--- src/rtl/execute_stage_md.sv ---
// Registered MIPS execute stage: ALU, jump redirect, EX/MEM output register,
// and an iterative multiply/divide unit with HI/LO.
module execute_stage_md #(
  parameter int unsigned DWIDTH       = 32,
  parameter int unsigned PC_WIDTH     = 32,
  parameter int unsigned IMM_WIDTH    = 16,
  parameter int unsigned OPCODE_WIDTH = 6,
  parameter int unsigned FUNCT_WIDTH  = 6,
  parameter int unsigned JUMP_WIDTH   = 26
) (
  input  logic                    es_i_clk,
  input  logic                    es_i_rst_n,
  input  logic                    es_i_ce,
  input  logic                    es_i_stall,
  input  logic                    es_i_flush,
  input  logic                    es_i_jr,
  input  logic                    es_i_jal,
  input  logic [JUMP_WIDTH-1:0]   es_i_jal_addr,
  input  logic [PC_WIDTH-1:0]     es_i_pc,
  input  logic                    es_i_alu_src,
  input  logic [IMM_WIDTH-1:0]    es_i_imm,
  input  logic [OPCODE_WIDTH-1:0] es_i_alu_op,
  input  logic [FUNCT_WIDTH-1:0]  es_i_alu_funct,
  input  logic [DWIDTH-1:0]       es_i_data_rs,
  input  logic [DWIDTH-1:0]       es_i_data_rt,
  output logic                    es_o_ce,
  output logic [OPCODE_WIDTH-1:0] es_o_opcode,
  output logic [DWIDTH-1:0]       es_o_alu_value,
  output logic                    es_o_change_pc,
  output logic [PC_WIDTH-1:0]     es_o_alu_pc,
  output logic                    es_o_stall,
  output logic                    es_o_md_busy
);

  localparam int unsigned CntW  = $clog2(DWIDTH);
  localparam int unsigned PcHiW = PC_WIDTH - JUMP_WIDTH - 2;
  localparam int unsigned ExtW  = DWIDTH - IMM_WIDTH;

  localparam logic [FUNCT_WIDTH-1:0] FnSllv  = FUNCT_WIDTH'(6'h04);
  localparam logic [FUNCT_WIDTH-1:0] FnSrlv  = FUNCT_WIDTH'(6'h06);
  localparam logic [FUNCT_WIDTH-1:0] FnSrav  = FUNCT_WIDTH'(6'h07);
  localparam logic [FUNCT_WIDTH-1:0] FnJr    = FUNCT_WIDTH'(6'h08);
  localparam logic [FUNCT_WIDTH-1:0] FnMfhi  = FUNCT_WIDTH'(6'h10);
  localparam logic [FUNCT_WIDTH-1:0] FnMthi  = FUNCT_WIDTH'(6'h11);
  localparam logic [FUNCT_WIDTH-1:0] FnMflo  = FUNCT_WIDTH'(6'h12);
  localparam logic [FUNCT_WIDTH-1:0] FnMtlo  = FUNCT_WIDTH'(6'h13);
  localparam logic [FUNCT_WIDTH-1:0] FnMult  = FUNCT_WIDTH'(6'h18);
  localparam logic [FUNCT_WIDTH-1:0] FnMultu = FUNCT_WIDTH'(6'h19);
  localparam logic [FUNCT_WIDTH-1:0] FnDiv   = FUNCT_WIDTH'(6'h1A);
  localparam logic [FUNCT_WIDTH-1:0] FnDivu  = FUNCT_WIDTH'(6'h1B);
  localparam logic [FUNCT_WIDTH-1:0] FnAdd   = FUNCT_WIDTH'(6'h20);
  localparam logic [FUNCT_WIDTH-1:0] FnAddu  = FUNCT_WIDTH'(6'h21);
  localparam logic [FUNCT_WIDTH-1:0] FnSub   = FUNCT_WIDTH'(6'h22);
  localparam logic [FUNCT_WIDTH-1:0] FnSubu  = FUNCT_WIDTH'(6'h23);
  localparam logic [FUNCT_WIDTH-1:0] FnAnd   = FUNCT_WIDTH'(6'h24);
  localparam logic [FUNCT_WIDTH-1:0] FnOr    = FUNCT_WIDTH'(6'h25);
  localparam logic [FUNCT_WIDTH-1:0] FnXor   = FUNCT_WIDTH'(6'h26);
  localparam logic [FUNCT_WIDTH-1:0] FnNor   = FUNCT_WIDTH'(6'h27);
  localparam logic [FUNCT_WIDTH-1:0] FnSlt   = FUNCT_WIDTH'(6'h2A);
  localparam logic [FUNCT_WIDTH-1:0] FnSltu  = FUNCT_WIDTH'(6'h2B);

  localparam logic [OPCODE_WIDTH-1:0] OpBeq   = OPCODE_WIDTH'(6'h04);
  localparam logic [OPCODE_WIDTH-1:0] OpBne   = OPCODE_WIDTH'(6'h05);
  localparam logic [OPCODE_WIDTH-1:0] OpSlti  = OPCODE_WIDTH'(6'h0A);
  localparam logic [OPCODE_WIDTH-1:0] OpSltiu = OPCODE_WIDTH'(6'h0B);
  localparam logic [OPCODE_WIDTH-1:0] OpAndi  = OPCODE_WIDTH'(6'h0C);
  localparam logic [OPCODE_WIDTH-1:0] OpOri   = OPCODE_WIDTH'(6'h0D);
  localparam logic [OPCODE_WIDTH-1:0] OpXori  = OPCODE_WIDTH'(6'h0E);
  localparam logic [OPCODE_WIDTH-1:0] OpLui   = OPCODE_WIDTH'(6'h0F);

  typedef enum logic [1:0] {StIdle, StMul, StDiv} md_state_e;

  // State
  md_state_e                state_q, state_d;
  logic [CntW-1:0]          cnt_q, cnt_d;
  logic [DWIDTH-1:0]        mcand_q, mcand_d;  // multiplicand / divisor magnitude
  logic [DWIDTH-1:0]        acc_q, acc_d;      // product high half / partial remainder
  logic [DWIDTH-1:0]        shf_q, shf_d;      // multiplier / dividend -> quotient
  logic                     neg_res_q, neg_res_d;
  logic                     neg_rem_q, neg_rem_d;
  logic                     div0_q, div0_d;
  logic [DWIDTH-1:0]        hi_q, hi_d, lo_q, lo_d;
  logic                     ce_q, ce_d, change_pc_q, change_pc_d;
  logic [OPCODE_WIDTH-1:0]  opcode_q, opcode_d;
  logic [DWIDTH-1:0]        value_q, value_d;
  logic [PC_WIDTH-1:0]      alu_pc_q, alu_pc_d;

  // Decode
  logic is_rtype, is_mul, is_div, md_start, md_signed, is_mthi, is_mtlo, md_funct;
  logic busy, accept, logic_imm;

  assign is_rtype  = (es_i_alu_op == '0);
  assign is_mul    = is_rtype & (es_i_alu_funct == FnMult | es_i_alu_funct == FnMultu);
  assign is_div    = is_rtype & (es_i_alu_funct == FnDiv | es_i_alu_funct == FnDivu);
  assign md_start  = is_mul | is_div;
  assign md_signed = is_rtype & (es_i_alu_funct == FnMult | es_i_alu_funct == FnDiv);
  assign is_mthi   = is_rtype & (es_i_alu_funct == FnMthi);
  assign is_mtlo   = is_rtype & (es_i_alu_funct == FnMtlo);
  assign md_funct  = es_i_alu_funct inside {FnMfhi, FnMthi, FnMflo, FnMtlo,
                                            FnMult, FnMultu, FnDiv, FnDivu};
  assign logic_imm = es_i_alu_op inside {OpAndi, OpOri, OpXori};

  assign busy         = (state_q != StIdle);
  assign es_o_md_busy = busy;
  // Only HI/LO users wait on the unit; everything else flows past it.
  assign es_o_stall   = es_i_ce & busy & md_funct;
  assign accept       = es_i_ce & ~es_i_flush & ~es_i_stall & ~es_o_stall;

  // Operands
  logic [DWIDTH-1:0]   imm_sext, imm_zext, op_b, alu_result;
  logic [CntW-1:0]     shamt;
  logic [PC_WIDTH-1:0] jal_target;
  logic [DWIDTH-1:0]   jal_ret;

  assign imm_sext   = {{ExtW{es_i_imm[IMM_WIDTH-1]}}, es_i_imm};
  assign imm_zext   = {{ExtW{1'b0}}, es_i_imm};
  assign op_b       = !es_i_alu_src ? es_i_data_rt : (logic_imm ? imm_zext : imm_sext);
  assign shamt      = es_i_data_rs[CntW-1:0];
  assign jal_target = {es_i_pc[PC_WIDTH-1 -: PcHiW], es_i_jal_addr, 2'b00};
  assign jal_ret    = DWIDTH'(es_i_pc + PC_WIDTH'(8));

  // ALU result for the presented instruction
  always_comb begin
    alu_result = '0;
    if (is_rtype) begin
      case (es_i_alu_funct)
        FnSllv:        alu_result = es_i_data_rt << shamt;
        FnSrlv:        alu_result = es_i_data_rt >> shamt;
        FnSrav:        alu_result = $signed(es_i_data_rt) >>> shamt;
        FnJr:          alu_result = es_i_data_rs;
        FnMfhi:        alu_result = hi_q;
        FnMflo:        alu_result = lo_q;
        FnAdd, FnAddu: alu_result = es_i_data_rs + es_i_data_rt;
        FnSub, FnSubu: alu_result = es_i_data_rs - es_i_data_rt;
        FnAnd:         alu_result = es_i_data_rs & es_i_data_rt;
        FnOr:          alu_result = es_i_data_rs | es_i_data_rt;
        FnXor:         alu_result = es_i_data_rs ^ es_i_data_rt;
        FnNor:         alu_result = ~(es_i_data_rs | es_i_data_rt);
        FnSlt:         alu_result = DWIDTH'($signed(es_i_data_rs) < $signed(es_i_data_rt));
        FnSltu:        alu_result = DWIDTH'(es_i_data_rs < es_i_data_rt);
        default:       alu_result = '0;
      endcase
    end else begin
      case (es_i_alu_op)
        OpSlti:       alu_result = DWIDTH'($signed(es_i_data_rs) < $signed(op_b));
        OpSltiu:      alu_result = DWIDTH'(es_i_data_rs < op_b);
        OpAndi:       alu_result = es_i_data_rs & op_b;
        OpOri:        alu_result = es_i_data_rs | op_b;
        OpXori:       alu_result = es_i_data_rs ^ op_b;
        OpLui:        alu_result = imm_zext << 16;
        OpBeq, OpBne: alu_result = es_i_data_rs - op_b;
        default:      alu_result = es_i_data_rs + op_b;  // addi/addiu and address generation
      endcase
    end
  end

  // EX/MEM register next state: flush kills, stall holds, otherwise load or bubble
  always_comb begin
    ce_d        = ce_q;
    opcode_d    = opcode_q;
    value_d     = value_q;
    change_pc_d = change_pc_q;
    alu_pc_d    = alu_pc_q;
    if (es_i_flush || (!es_i_stall && !accept)) begin
      ce_d        = 1'b0;
      opcode_d    = '0;
      value_d     = '0;
      change_pc_d = 1'b0;
      alu_pc_d    = '0;
    end else if (!es_i_stall) begin
      ce_d        = 1'b1;
      opcode_d    = es_i_alu_op;
      change_pc_d = es_i_jal | es_i_jr;
      alu_pc_d    = es_i_jal ? jal_target : (es_i_jr ? PC_WIDTH'(es_i_data_rs) : '0);
      if (es_i_jal)                          value_d = jal_ret;
      else if (md_start | is_mthi | is_mtlo) value_d = '0;
      else                                   value_d = alu_result;
    end
  end

  // One mul/div iteration and the sign-corrected final results
  logic [DWIDTH:0]     mul_sum, div_shift;
  logic [DWIDTH-1:0]   mul_acc, mul_shf, div_rem, div_quo, quot_fix, rem_fix, mag_a, mag_b;
  logic [2*DWIDTH-1:0] prod, prod_fix;
  logic                div_ge, last, sign_a, sign_b;

  assign mul_sum   = {1'b0, acc_q} + {1'b0, (shf_q[0] ? mcand_q : '0)};
  assign mul_acc   = mul_sum[DWIDTH:1];
  assign mul_shf   = {mul_sum[0], shf_q[DWIDTH-1:1]};
  assign div_shift = {acc_q, shf_q[DWIDTH-1]};
  assign div_ge    = (div_shift >= {1'b0, mcand_q});
  // When div_ge holds the difference is below the divisor, so it fits in DWIDTH bits.
  assign div_rem   = div_ge ? (div_shift[DWIDTH-1:0] - mcand_q) : div_shift[DWIDTH-1:0];
  assign div_quo   = {shf_q[DWIDTH-2:0], div_ge};
  assign prod      = {mul_acc, mul_shf};
  assign prod_fix  = neg_res_q ? -prod : prod;
  assign quot_fix  = div0_q ? '1 : (neg_res_q ? -div_quo : div_quo);
  assign rem_fix   = neg_rem_q ? -div_rem : div_rem;
  assign last      = (cnt_q == CntW'(DWIDTH - 1));

  // Magnitudes as unsigned values: the most-negative operand maps exactly to 2^(DWIDTH-1).
  assign sign_a = md_signed & es_i_data_rs[DWIDTH-1];
  assign sign_b = md_signed & es_i_data_rt[DWIDTH-1];
  assign mag_a  = sign_a ? -es_i_data_rs : es_i_data_rs;
  assign mag_b  = sign_b ? -es_i_data_rt : es_i_data_rt;

  // Mul/div FSM and HI/LO next state
  always_comb begin
    state_d   = state_q;
    cnt_d     = cnt_q;
    mcand_d   = mcand_q;
    acc_d     = acc_q;
    shf_d     = shf_q;
    neg_res_d = neg_res_q;
    neg_rem_d = neg_rem_q;
    div0_d    = div0_q;
    hi_d      = hi_q;
    lo_d      = lo_q;
    case (state_q)
      StIdle: begin
        if (accept && md_start) begin
          state_d   = is_mul ? StMul : StDiv;
          cnt_d     = '0;
          mcand_d   = mag_b;
          acc_d     = '0;
          shf_d     = mag_a;
          neg_res_d = sign_a ^ sign_b;
          neg_rem_d = sign_a;
          div0_d    = (es_i_data_rt == '0);
        end
        if (accept && is_mthi) hi_d = es_i_data_rs;
        if (accept && is_mtlo) lo_d = es_i_data_rs;
      end
      StMul: begin
        acc_d = mul_acc;
        shf_d = mul_shf;
        cnt_d = cnt_q + CntW'(1);
        if (last) begin
          hi_d    = prod_fix[2*DWIDTH-1:DWIDTH];
          lo_d    = prod_fix[DWIDTH-1:0];
          state_d = StIdle;
        end
      end
      StDiv: begin
        acc_d = div_rem;
        shf_d = div_quo;
        cnt_d = cnt_q + CntW'(1);
        if (last) begin
          hi_d    = rem_fix;
          lo_d    = quot_fix;
          state_d = StIdle;
        end
      end
      default: state_d = StIdle;
    endcase
    // An aborted operation leaves HI/LO untouched, even on its final iteration.
    if (es_i_flush && busy) begin
      state_d = StIdle;
      hi_d    = hi_q;
      lo_d    = lo_q;
    end
  end

  // EX/MEM output register
  always_ff @(posedge es_i_clk or negedge es_i_rst_n) begin
    if (!es_i_rst_n) begin
      ce_q        <= 1'b0;
      opcode_q    <= '0;
      value_q     <= '0;
      change_pc_q <= 1'b0;
      alu_pc_q    <= '0;
    end else begin
      ce_q        <= ce_d;
      opcode_q    <= opcode_d;
      value_q     <= value_d;
      change_pc_q <= change_pc_d;
      alu_pc_q    <= alu_pc_d;
    end
  end

  // Mul/div datapath, FSM and HI/LO registers
  always_ff @(posedge es_i_clk or negedge es_i_rst_n) begin
    if (!es_i_rst_n) begin
      state_q   <= StIdle;
      cnt_q     <= '0;
      mcand_q   <= '0;
      acc_q     <= '0;
      shf_q     <= '0;
      neg_res_q <= 1'b0;
      neg_rem_q <= 1'b0;
      div0_q    <= 1'b0;
      hi_q      <= '0;
      lo_q      <= '0;
    end else begin
      state_q   <= state_d;
      cnt_q     <= cnt_d;
      mcand_q   <= mcand_d;
      acc_q     <= acc_d;
      shf_q     <= shf_d;
      neg_res_q <= neg_res_d;
      neg_rem_q <= neg_rem_d;
      div0_q    <= div0_d;
      hi_q      <= hi_d;
      lo_q      <= lo_d;
    end
  end

  assign es_o_ce        = ce_q;
  assign es_o_opcode    = opcode_q;
  assign es_o_alu_value = value_q;
  assign es_o_change_pc = change_pc_q;
  assign es_o_alu_pc    = alu_pc_q;

endmodule

--- config.mk ---
export PLATFORM = sky130hd
export DESIGN_NAME = execute_stage_md
export DESIGN_NICKNAME = d
export VERILOG_FILES = /design/src/rtl/execute_stage_md.sv
export SDC_FILE = /design/constraint.sdc
export NUM_CORES = 2
export LEC_CHECK = 0
export CAP_MARGIN = 20
export CORE_UTILIZATION = 50
export CTS_BUF_LIST = sky130_fd_sc_hd__clkbuf_4 sky130_fd_sc_hd__clkbuf_8
export DETAILED_ROUTE_END_ITERATION = 8
export GPL_TIMING_DRIVEN = 0
export PLACE_DENSITY = 0.76
export SLEW_MARGIN = 5
export SYNTH_ARGS = -nofsm -noshare
export SYNTH_HDL_FRONTEND = slang
export SYNTH_SLANG_ARGS = --single-unit
--- constraint.sdc ---
create_clock -name es_i_clk -period 11.4 [get_ports es_i_clk]
set_clock_uncertainty 0.05 [all_clocks]
set_input_delay 3.42 -clock es_i_clk [delete_from_list [all_inputs] [get_ports es_i_clk]]
set_output_delay 3.42 -clock es_i_clk [all_outputs]
set_load 0.05 [all_outputs]
# Word level (Yosys, flattened, before mapping)
# Index checks and enable logic that the tools add are counted.
[word_totals]
reg_bits = 242
inputBits = 158
output_inout_bits = 74
elab_cells = 180
[op_classes]
n_addsub = 13
n_lt_le_gt_ge = 5
eq_ne = 41
shifts = 3
mux = 46
bitwise = 31
n_reduce_logical = 26
[ops]
columns = ["cell", "n"]
rows = [
  ["32-bit 2-to-1 mux", 26],
  ["32-bit one-hot mux with 14 select lines", 1],
  ["32-bit one-hot mux with 3 select lines", 4],
  ["32-bit one-hot mux with 7 select lines", 1],
  ["32-bit < comparator", 4],
  ["32-bit negation", 4],
  ["32-bit subtractor", 3],
  ["32-bit adder", 2],
  ["32-bit AND", 2],
  ["64-bit 2-to-1 mux", 1],
  ["64-bit negation", 1],
  ["32-bit OR", 2],
  ["32-bit XOR", 2],
  ["6-bit == test (second input constant)", 10],
  ["6-bit by 5-bit == test with 1-bit output (second input constant)", 8],
  ["6-bit by 4-bit == test with 1-bit output (second input constant)", 7],
  ["32-bit by 32-bit adder with 33-bit output", 1],
  ["33-bit by 32-bit >= comparator with 1-bit output", 1],
  ["32-bit by 4-bit adder with 32-bit output (second input constant)", 1],
  ["32-bit logical NOT", 1],
  ["32-bit NOT", 1],
  ["32-bit by 5-bit << shifter with 32-bit output", 1],
  ["32-bit by 5-bit right shift with 32-bit output", 1],
  ["32-bit by 5-bit >>> shifter with 32-bit output", 1],
  ["30 further kinds", 79],
]

# Logic depth before layout (Yosys ltp)
[logic_depth]
word_depth = 11
mapped_depth = 24
depth_no_buf = 20

# Worst setup path after synthesis
# OpenSTA, ideal clock, no wires.
[synth_path]
path_kind = "input to output"
from = "input es_i_alu_funct[2]"
to = "output es_o_stall"
t_arrival_ns = 4.884
t_required_ns = 7.930
slack_ns = 3.046
stages = 3
n_path_buf = 0
path_cell_list = "nor2_1 nand2_1 nor3b_1"
[synth_between]
elab_chain_len = 3
elab_cells_between_ends = 10
cone_classes = "eq/ne (8); bitwise (1); reduce/logical (1)"
[synth_lines]
columns = ["element", "line_no", "source"]
rows = [
  ["start, declared", "23", "input logic [FUNCT_WIDTH-1:0] es_i_alu_funct,"],
  ["6-bit by 5-bit == test with 1-bit output", "99", "assign md_funct = es_i_alu_funct inside {FnMfhi, FnMthi, FnMflo, FnMtlo,"],
  ["8-bit nonzero test *", "99", ""],
  ["1-bit AND *", "106", "assign es_o_stall = es_i_ce & busy & md_funct;"],
  ["end, declared", "31", "output logic es_o_stall,"],
]
# Every way passes the cells marked *; elsewhere a longest branch is shown, timed or not.

# Worst setup path in the final report
[layout_path]
from = "input es_i_data_rs[4]"
to = "register value_q[28], in the netlist es_o_alu_value[28]"
[layout_between]
elab_chain_len = 7
elab_cells_between_ends = 14
cone_classes = "add/sub (4); shift (3); mux (7)"
[layout_lines]
columns = ["element", "line_no", "source"]
rows = [
  ["start, declared", "24", "input logic [DWIDTH-1:0] es_i_data_rs,"],
  ["32-bit subtractor, or another cell as far along", "134", "FnSub, FnSubu: alu_result = es_i_data_rs - es_i_data_rt;"],
  ["32-bit one-hot mux with 14 select lines or 32-bit one-hot mux with 7 select lines (tied branches)", "126, 144", ""],
  ["32-bit 2-to-1 mux *", "125", "if (is_rtype) begin"],
  ["32-bit 2-to-1 mux *", "176", "else if (md_start | is_mthi | is_mtlo) value_d = '0;"],
  ["32-bit 2-to-1 mux *", "175", "if (es_i_jal) value_d = jal_ret;"],
  ["32-bit 2-to-1 mux *", "170", "end else if (!es_i_stall) begin"],
  ["32-bit 2-to-1 mux *", "164", "if (es_i_flush || (!es_i_stall && !accept)) begin"],
  ["end signal, assigned", "275", "value_q <= value_d;"],
  ["end, declared", "85", "logic [DWIDTH-1:0] value_q, value_d;"],
]
# Every way passes the cells marked *; elsewhere a longest branch is shown, timed or not. The select of a mux whose other input is x is not followed.
# A chain may end at the register's enable or synchronous reset.

==> results_dict.tcl <==
set metrics [dict create \
    max_slew_margin -0.0983 \
    max_stage_delay_ns 0.95 \
    crit_type "input port to flip-flop" \
    row_count 96 \
    ys_ff_latch 242 \
    grt_max_degree 101 \
    avgRoutedWirePerCell_um 34.5 \
    netlist_top_cells_count "nand2_1 (536), o21ai_0 (464), nor2_1 (406)" \
    yosysTopAreaCell "dfrtp_1" \
    gp_congestion 1.18 \
    violations "design-rule violations, max-capacitance violations, max-slew violations" \
    drt-initial-drc-count 7807 \
    track_usage 0.572 \
    numCtsBuffers 46 \
    yosys.area_share.simple 0.195 \
    grt_pass1_vias 40609 \
    drc 4 \
    yosysMostFrequentCell "nand2_1" \
    synth_cells 4800 \
    p_leak_nw 16.3 \
    ant_nets 0 \
    min_from "es_o_alu_pc[8]" \
    cp.required_ns 11.92 \
    core-area_um2 68700 \
    cts-resized-gates 0 \
    whs_ns 0.435 \
    peakVddDrop_uv 211 \
    tightest_slew_ns 1.65 \
    drv_slew 1 \
    synth_cell_types 96 \
    initial_core_util 0.505 \
    regArea_um2 6060 \
    yosys.area_share.adder 0.105 \
    max_freq_mhz 91.0 \
    holdBufCountCts 0 \
    htreeDepth 2 \
    synth_compound_gate_area_share 0.329 \
    utilization 0.576 \
    synth_top_family_by_area "compound AO/OA/AOI/OAI gates" \
    antenna_found_initial 12 \
    clkSlewWorstSetupHoldPaths_ns 0.06 \
    syn_avg_cell_area_um2 7.23 \
    synth_enable_flop_cells 0 \
    grt_overflow 0 \
    cts_setup_buffers 0 \
    die_y_um 266 \
    synth_area_um2 34700 \
    crit_buf_inv 7 \
    synth_top_cell_area_share 0.174 \
    power_density_nw_per_um2 137 \
    dr.pass1.iters 9 \
    synth.area.top_cells "dfrtp_1 (17%), ha_1 (10%), xnor2_1 (6.7%), o21ai_0 (6.7%), nand2_1 (5.8%)" \
    multiInputGateArea_um2 26400 \
    critical-path-slowest-cell "buf_1" \
    fillers 6572 \
    cts.sinks 242 \
    ys.flop_type "dfrtp_1" \
    area_delta_synth_final_pct 14.1 \
    total_power_mw 5.43 \
    synth-async-reset-ratio 1.00 \
    vias 44492 \
    rsz0062_at_grt "false" \
    root_buffer "clkbuf_8" \
    fp.dieW_um 266 \
    period_share 0.964 \
    finalHoldViolCount 0 \
    status "finished, violations left" \
    synth-seq-area-share 0.174 \
    final_nets 5545 \
    synth_warnings 0 \
    start_kind "input port" \
    fin_crit_ns 10.99 \
    syn_nets 5247 \
    clockBufferDepth 3 \
    die_area_um2 70500 \
    cp-end-kind "flip-flop" \
    muxShareOfSynthArea 0.0496 \
    clkLatencyLatePin_ns 0.73 \
    maxCapViolCount 1 \
    path_max_fanout 12 \
    dpl.hpwl_mm 166 \
    setup_violations 0 \
    cp_cell_sequence "clkdlybuf4s50_1 > clkbuf_1 > inv_1 > clkbuf_1 > buf_1 > ha_1 > clkbuf_1 > inv_1 > a221oi_1 > nor2_1 > o41ai_1 > nor2b_1 > or4b_2 > a31oi_1 > a311oi_1 > a21oi_1 > xnor2_1 > a211oi_1 > o31ai_1" \
    cp-startpoint "es_i_data_rs[4]" \
    setup_slack_ns 0.415 \
    crit_family "buffers and inverters" \
    hp-class "flip-flop to flip-flop" \
    place_ws_ns 0.348 \
    wirelength_mm 210 \
    io_pins 232 \
    cp.arrival_ns 11.51 \
    synthXorXnorAreaFrac 0.0815 \
    cts_tree "done" \
    vias_per_cell 7.33 \
    final_layout_size_suffix_gt1_frac 0.0388 \
    portBuffers 228 \
    grt_pass1_wl_mm 292 \
    r2r_start "shf_q[31]" \
    cpMostUsedCell "clkbuf_1" \
]
[layout make-up]
cell class / instances / area share
sequential: 242 / 0.153
buffer: 367 / 0.0352
timing repair buffer: 250 / 0.0648
inverter: 238 / 0.0226
antenna: 8 / 0.000505
clock buffer: 68 / 0.0221
clock inverter: 14 / 0.00619
tap: 931 / 0.0294
multi-input combinational: 3953 / 0.666
[metrics by stage]
| stage | TNS [ns] | std cells | instance area [um^2] |
|---|---|---|---|
| 2_1_floorplan | 0 | 4800 | 34700 |
| 3_3_place_gp | -946.76 | 5959 | 38200 |
| 3_5_place_dp | 0 | 5969 | 38300 |
| 4_1_cts | 0 | 6051 | 39400 |
| 5_1_grt | 0 | 6063 | 39600 |
| 6_report | 0 | 6071 | 39600 |
[path summary, 6_finish.rpt]
path / end / slack [ns] / cells past startpoint
setup / recovery: es_o_alu_value[28] / 0.41 / 19
hold / removal: es_o_alu_pc[8] / 0.44 / 2
setup reg to reg: hi_q[20] / 4.33 / 21
hold reg to reg: es_o_alu_pc[8] / 0.44 / 2
max in group asynchronous: acc_q[13] / 7.68 / 2
min in group asynchronous: es_o_opcode[0] / 2.56 / 1
[report_power, final]
group          switching [mW]  internal (mW)  leakage (nW)
clock network           0.489          0.630         0.580
logic                    2.20          0.910          12.6
registers               0.160           1.05          3.20
total                    2.85           2.59          16.3
[tightest hold or removal path, delay by kind of cell (launching register included)]
kind             cells  cell delay [ns]
flip-flops           1             0.35
AO/OA/AOI/OAI        1             0.06
AND/OR/NAND/NOR      1             0.05
[cell usage in the layout (no fill, tap or decap), types with 38 or more instances in the layout]
cell,netlist,layout
and3_1,42,42
o31ai_1,137,137
a21oi_1,320,320
nor3_1,92,92
or3_1,42,42
mux2i_1,145,145
buf_1,38,38
o21ai_0,464,464
a22oi_1,94,94
a211oi_1,51,51
dfrtp_1,242,242
o21a_1,54,54
nand2b_1,44,44
inv_1,234,234
a221oi_1,116,116
clkdlybuf4s50_1,0,227
nand4_1,42,42
clkbuf_8,0,58
o211ai_1,41,41
xor2_1,57,57
o21bai_1,38,38
ha_1,283,283
xnor2_1,266,266
nand2_1,536,536
a21o_1,61,61
nor2_1,406,406
clkbuf_1,316,315
nand3_1,86,86
[routing by layer]
layer	wire [um]	track usage	up-vias
met5	71	0.00208	-
met4	24300	0.526	10
met3	32000	0.227	1288
met2	80400	0.792	4320
met1	72700	0.671	20651
li1	-	-	18223
[state kept, by name, indices dropped and copies added, names as in the netlist]
signal	count
shf_q	32
neg_res_q	1
es_o_opcode	6
acc_q	32
hi_q	32
lo_q	32
es_o_ce	1
es_o_alu_value	32
mcand_q	32
es_o_alu_pc	32
es_o_change_pc	1
cnt_q	5
neg_rem_q	1
div0_q	1
state_q	2
[logic make-up after synthesis]
family / Yosys count
compound gates: 1708
xor+xnor: 323
fa+ha+maj: 289
buf+inv: 605
flops: 242
mux: 163
simple gates: 1470
Note: power is estimated with default switching activity, not from simulation.
